==> src/rtl/pic16c57_pkg.sv <==
// Shared PIC16C57 definitions: OPTION register bit positions and decode helpers.
`default_nettype none

package pic16c57_pkg;

    localparam int OPT_T0CS   = 5;
    localparam int OPT_T0SE   = 4;
    localparam int OPT_PSA    = 3;
    localparam int OPT_PS_MSB = 2;
    localparam int OPT_PS_LSB = 0;

    typedef struct packed {
        logic       t0cs;
        logic       t0se;
        logic       psa;
        logic [2:0] ps;
    } option_t;

    function automatic option_t decode_option(input logic [5:0] opt);
        option_t o;
        o.t0cs = opt[OPT_T0CS];
        o.t0se = opt[OPT_T0SE];
        o.psa  = opt[OPT_PSA];
        o.ps   = opt[OPT_PS_MSB:OPT_PS_LSB];
        return o;
    endfunction

    // Mask covering the low (ps + extra) bits; extra=1 gives the TMR0 rate, extra=0 the WDT rate.
    function automatic logic [7:0] rate_mask(input logic [2:0] ps, input logic extra);
        logic [3:0] n;
        n = {1'b0, ps} + {3'b000, extra};
        return 8'((9'd1 << n) - 9'd1);
    endfunction

endpackage

`default_nettype wire

==> src/rtl/wdt_prescaler_if.sv <==
// Core-side control and status bundle of the watchdog / TMR0 prescaler.
`default_nettype none

interface wdt_prescaler_if;
    logic       wdt_en;
    logic       sleep;
    logic       clear_WDT;
    logic       clear_prescaler;
    logic [5:0] OPTION_in;
    logic       inst_tick;
    logic       WDT_timeout;
    logic       TMR0_inc;
    logic [7:0] prescaler_out;

    modport master (
        output wdt_en, sleep, clear_WDT, clear_prescaler, OPTION_in, inst_tick,
        input  WDT_timeout, TMR0_inc, prescaler_out
    );

    modport slave (
        input  wdt_en, sleep, clear_WDT, clear_prescaler, OPTION_in, inst_tick,
        output WDT_timeout, TMR0_inc, prescaler_out
    );
endinterface

`default_nettype wire

==> src/rtl/sync_edge_det.sv <==
// Two-flop synchronizer for an asynchronous pin plus rising/falling edge detection.
`default_nettype none

module sync_edge_det (
    input  wire logic clk,
    input  wire logic rst_n,
    input  wire logic async_in,
    output logic      rise,
    output logic      fall
);

    logic s1_q, s2_q, prev_q;
    logic s1_d, s2_d, prev_d;

    always_comb begin
        s1_d   = async_in;
        s2_d   = s1_q;
        prev_d = s2_q;
    end

    always_ff @(posedge clk or negedge rst_n) begin
        if (!rst_n) begin
            s1_q   <= 1'b0;
            s2_q   <= 1'b0;
            prev_q <= 1'b0;
        end else begin
            s1_q   <= s1_d;
            s2_q   <= s2_d;
            prev_q <= prev_d;
        end
    end

    assign rise = s2_q & ~prev_q;
    assign fall = ~s2_q & prev_q;

endmodule

`default_nettype wire

==> src/rtl/wdt_prescaler.sv <==
// Watchdog base counter and shared 8-bit prescaler, assignable to TMR0 or the WDT.
`default_nettype none

module wdt_prescaler
    import pic16c57_pkg::*;
#(
    parameter logic [15:0] WDT_BASE = 16'd18000
) (
    input  wire logic         clk,
    input  wire logic         rst_n,
    input  wire logic         T0CKI,
    wdt_prescaler_if.slave    bus
);

    option_t     opt;
    logic        pin_rise, pin_fall;
    logic        src_event;
    logic        base_wrap, base_tick;
    logic        presc_step, presc_clr;
    logic [7:0]  presc_inc;

    logic [15:0] base_q, base_d;
    logic [7:0]  presc_q, presc_d;
    logic        wdt_timeout_q, wdt_timeout_d;
    logic        tmr0_inc_q, tmr0_inc_d;

    sync_edge_det u_sync_edge_det (
        .clk      (clk),
        .rst_n    (rst_n),
        .async_in (T0CKI),
        .rise     (pin_rise),
        .fall     (pin_fall)
    );

    always_comb begin
        opt       = decode_option(bus.OPTION_in);
        src_event = opt.t0cs ? (opt.t0se ? pin_fall : pin_rise)
                             : (bus.inst_tick & ~bus.sleep);

        // The base counter keeps running in sleep so the watchdog can wake the core.
        base_wrap = (base_q == WDT_BASE - 16'd1);
        base_tick = bus.wdt_en & ~bus.clear_WDT & base_wrap;
        if (!bus.wdt_en || bus.clear_WDT || base_wrap) begin
            base_d = 16'd0;
        end else begin
            base_d = base_q + 16'd1;
        end

        presc_inc  = presc_q + 8'd1;
        presc_step = opt.psa ? base_tick : src_event;
        presc_clr  = bus.clear_prescaler | (bus.clear_WDT & opt.psa);
        if (presc_clr) begin
            presc_d = 8'd0;
        end else if (presc_step) begin
            presc_d = presc_inc;
        end else begin
            presc_d = presc_q;
        end

        if (opt.psa) begin
            tmr0_inc_d    = src_event;
            wdt_timeout_d = base_tick & ((presc_inc & rate_mask(opt.ps, 1'b0)) == 8'd0);
        end else begin
            tmr0_inc_d    = src_event & ~bus.clear_prescaler
                          & ((presc_inc & rate_mask(opt.ps, 1'b1)) == 8'd0);
            wdt_timeout_d = base_tick;
        end
    end

    always_ff @(posedge clk or negedge rst_n) begin
        if (!rst_n) begin
            base_q        <= 16'd0;
            presc_q       <= 8'd0;
            wdt_timeout_q <= 1'b0;
            tmr0_inc_q    <= 1'b0;
        end else begin
            base_q        <= base_d;
            presc_q       <= presc_d;
            wdt_timeout_q <= wdt_timeout_d;
            tmr0_inc_q    <= tmr0_inc_d;
        end
    end

    assign bus.WDT_timeout   = wdt_timeout_q;
    assign bus.TMR0_inc      = tmr0_inc_q;
    assign bus.prescaler_out = presc_q;

endmodule

`default_nettype wire

==> src/flat_wrapper.sv <==
// flat-port wrapper written by rule: the top's interface ports become plain ports
module wdt_prescaler_flat import pic16c57_pkg::*;
#(
    parameter logic [15:0] WDT_BASE = 16'd18000
)
  (clk, rst_n, T0CKI, bus_wdt_en, bus_sleep, bus_clear_WDT, bus_clear_prescaler, bus_OPTION_in, bus_inst_tick, bus_WDT_timeout, bus_TMR0_inc, bus_prescaler_out);
  wdt_prescaler_if bus_i ();
  input  wire logic clk;
  input  wire logic rst_n;
  input  wire logic T0CKI;
  input wire logic [$bits(bus_i.wdt_en)-1:0] bus_wdt_en;
  input wire logic [$bits(bus_i.sleep)-1:0] bus_sleep;
  input wire logic [$bits(bus_i.clear_WDT)-1:0] bus_clear_WDT;
  input wire logic [$bits(bus_i.clear_prescaler)-1:0] bus_clear_prescaler;
  input wire logic [$bits(bus_i.OPTION_in)-1:0] bus_OPTION_in;
  input wire logic [$bits(bus_i.inst_tick)-1:0] bus_inst_tick;
  output wire logic [$bits(bus_i.WDT_timeout)-1:0] bus_WDT_timeout;
  output wire logic [$bits(bus_i.TMR0_inc)-1:0] bus_TMR0_inc;
  output wire logic [$bits(bus_i.prescaler_out)-1:0] bus_prescaler_out;
  assign bus_i.wdt_en = bus_wdt_en;
  assign bus_i.sleep = bus_sleep;
  assign bus_i.clear_WDT = bus_clear_WDT;
  assign bus_i.clear_prescaler = bus_clear_prescaler;
  assign bus_i.OPTION_in = bus_OPTION_in;
  assign bus_i.inst_tick = bus_inst_tick;
  assign bus_WDT_timeout = bus_i.WDT_timeout;
  assign bus_TMR0_inc = bus_i.TMR0_inc;
  assign bus_prescaler_out = bus_i.prescaler_out;
  wdt_prescaler #(.WDT_BASE(WDT_BASE)) u_core (.clk(clk), .rst_n(rst_n), .T0CKI(T0CKI), .bus(bus_i));
endmodule
==> config.mk <==
export PLATFORM = sky130hd
export DESIGN_NAME = wdt_prescaler_flat
export DESIGN_NICKNAME = d
export VERILOG_FILES = /design/src/rtl/pic16c57_pkg.sv /design/src/rtl/wdt_prescaler_if.sv /design/src/rtl/sync_edge_det.sv /design/src/rtl/wdt_prescaler.sv /design/src/flat_wrapper.sv
export SDC_FILE = /design/constraint.sdc
export NUM_CORES = 1
export LEC_CHECK = 0
export BUFFER_PORTS_ARGS = -buffer_cell sky130_fd_sc_hd__clkbuf_2
export CORE_MARGIN = 4
export CORE_UTILIZATION = 30
export CTS_CLUSTER_SIZE = 28
export DETAILED_ROUTE_END_ITERATION = 7
export SLEW_MARGIN = 30
export SYNTH_ARGS = -nofsm -noshare
export SYNTH_HDL_FRONTEND = slang
export SYNTH_HIERARCHICAL = 1
export SYNTH_SLANG_ARGS = --single-unit
export TNS_END_PERCENT = 30
==> constraint.sdc <==
create_clock -name clk -period 2.35 [get_ports clk]
set_input_delay 0.1175 -clock clk [delete_from_list [all_inputs] [get_ports clk]]
set_output_delay 0.1175 -clock clk [all_outputs]
set_load 0.005 [all_outputs]
==> results.ini <==
[status]
status = finished, final reports clean

[routing]
first_iter_violations = 73
routed_via_density = 5.02
vias = 1606
drc = 0
antenna_left = 0
routed_wl_mm = 4.28
post_drt_wl_per_cell_um = 13.4
first_pass_iters = 4

[place]
portBuffers = 23
gp_congestion = 0.770
dp_hpwl_mm = 3.21
place_area_sq_um = 2190

[finish]
multi_input_area_sq_um = 1170
fin_area_sq_um = 2330
final-seq-area_sq_um = 726
antenna_cells = 0
final_net_count = 262
fin_util = 0.366
fillerInstances = 638
layout-drive-gt1-share = 0.218
syn_to_final_growth_pct = 19.0

[hold_path]
hold_class = input port to flip-flop
min_path_cells = 3

[synth]
ys_ff_latch = 29
synthCells = 214
synth_top_area_share = 0.371
avgSynthCellArea_sq_um = 9.13
synth_most_common_cell = dfrtp_1
ys_seq_area_frac = 0.371
synth_common_cells = 29 x dfrtp_1, 27 x nor2_1, 14 x nand3_1
synth.distinct_cells = 50
yosys.area.top_type = dfrtp_1
yosys_warnings = 6
yosys_most_used_dff = dfrtp_1
ys_top_cells_by_area = dfrtp_1 37%, nor2_1 5.2%, xor2_1 4.9%, xnor2_1 4.5%, ha_1 3.8%
synth_edf_count = 0
synth_area_sq_um = 1950
synthesis.nets = 234
synth-async-reset-ratio = 1.00

[critical_path]
slowest_delay_ps = 410
critical_path.startpoint_type = flip-flop
arrival_ps = 2240
crit_required_ps = 2520
critPathTopFamily = simple AND/OR/NAND/NOR gates
rr_worst_depth = 6
r2r_slack_ps = 280
worst-path-buf-inv = 0
path_depth = 6
critPathCaptureType = flip-flop
cp_slowest_cell = dfrtp_1
critPathKind = flip-flop to flip-flop
timing.critical_path.cells = ha_1 -> and3_1 -> nand4_2 -> nor3_4 -> or2_1 -> mux2_4
crit_fanout = 7

[sta]
hold_violations = 0
max_freq_mhz = 482
fin_crit_ps = 2070
setup-violations-final = 0
fin_setup_tns_ps = 0
rsz0062_at_grt = false
tightest_slew_ps = 708
fin_worst_skew_ps = 4.28
slew_violations = 0
period_share = 0.883
relSlewSlack = 0.528

[global_route]
grt_max_degree = 30
track_usage = 0.122
grt_pass1_wl_mm = 7.30
grt_pass1_vias = 1514
grt_remaining_overflow = 0
antenna_found_initial = 0

[floorplanning]
start_util = 0.308
core-area_sq_um = 6350
ios = 24
die_w_um = 88.7
num_rows = 29
dieHeight_um = 88.7
die-area_sq_um = 7870

[cts]
cts_tree = yes
numCtsBuffers = 5
cts.repair.resized = 0
cts_max_path_buffers = 2
clock_latency_ps = 280
cts_num_sinks = 29
clock-root-buffer = clkbuf_8
postCtsSetupBuffers = 0
clkTransAtPathRegs_ps = 60
cts_max_level = 2

[power_and_ir_drop]
total_leakage_power_nw = 1.01
total_power_w = 0.00124
p_per_area_nw_per_um2 = 532
vdd_drop_max_mv = 0.218

[flow_run]
maxCapViolCount = 0

metrics by stage:
stage               std cells  worst slack (ps)  hold slack (ps)
floorplan                 214             0.469             -178
global placement          310               103              209
detailed placement        310              48.4              209
CTS                       320               283              109
global route              320               133              123
finish                    320               276              117
metal layers:
metal / vias to the layer above / part of all wire / routed length [um] / global-route usage
li1: 823 / - / - / -
met2: 35 / 0.45 / 1920 / 0.175
met3: 4 / 0.051 / 218 / 0.0335
met5: - / 0 / 0 / 0
met4: 0 / 0.0098 / 42 / 0.0536
met1: 744 / 0.49 / 2100 / 0.169
worst paths after layout:
kind                                                 endpoint                        start
worst max-delay path              u_core/bus.prescaler_out[1]             u_core/base_q[0]
worst max register to register    u_core/bus.prescaler_out[1]             u_core/base_q[0]
min in group asynchronous                    u_core/base_q[7]                        rst_n
max in group asynchronous                   u_core/base_q[13]                        rst_n
worst min-delay path                      u_core/bus.TMR0_inc             bus_OPTION_in[3]
worst min register to register  u_core/u_sync_edge_det/prev_d  u_core/u_sync_edge_det/s1_q
worst register-to-register path: stages (launching register included):
cell and delay (ps):
dfrtp_1 410, ha_1 250, and3_1 220, nand4_2 170, nor3_4 220, or2_1 360
mux2_4 340
area by class of cell:
cell class              count  area share
flip-flops and latches     29       0.312
clock inverters             1      0.0129
multi-input cells         164       0.503
repair buffers             29      0.0710
well taps                  77      0.0414
clock buffers               7      0.0371
inverters                  13      0.0221
registers in the layout (all words and copies together) (netlist names):
name                           cells
u_core/bus.prescaler_out           8
u_core/u_sync_edge_det/prev_q      1
u_core/u_sync_edge_det/prev_d      1
u_core/base_q                     16
u_core/bus.WDT_timeout             1
u_core/bus.TMR0_inc                1
u_core/u_sync_edge_det/s1_q        1
power breakdown:
| part | switching [W] | internal (W) | leakage [nW] |
|---|---|---|---|
| logic | 0.000102 | 0.0000788 | 0.559 |
| registers | 0.0000148 | 0.000510 | 0.395 |
| clock network | 0.000186 | 0.000345 | 0.0585 |
| total | 0.000303 | 0.000934 | 1.01 |
what timing repair did:
action | in CTS | in global routing
endpoints found under the hold margin | 30 | 0
setup endpoints to repair | 0 | 0
hold buffers | 2 | 0
cells by family after synthesis:
group / synth area share
AOI/OAI and AO/OA: 0.134
xor gates and xnor gates: 0.0941
adders and majority gates: 0.0435
buffers and inverters: 0.0474
DFF: 0.371
muxes: 0.0512
and+or+nand+nor: 0.259
cells in the final DEF, fill, tap and decap left out, drive strengths merged, types with 2 or more instances in the layout:
cell / n
nand4: 6
and3: 3
buf: 4
or2: 2
o31ai: 2
nor4: 5
inv: 13
mux2i: 4
and4bb: 2
mux2: 4
dfrtp: 29
o22ai: 5
xnor2: 10
nand2b: 5
a21oi: 8
dlygate4sd3: 2
nand2: 8
o211ai: 2
a21o: 2
o21a: 4
o221ai: 3
nand3: 14
nor3: 6
clkbuf: 30
o21ai: 9
ha: 6
nor2: 27
or3: 3
xor2: 11
Power figures use the tool's default switching activity.
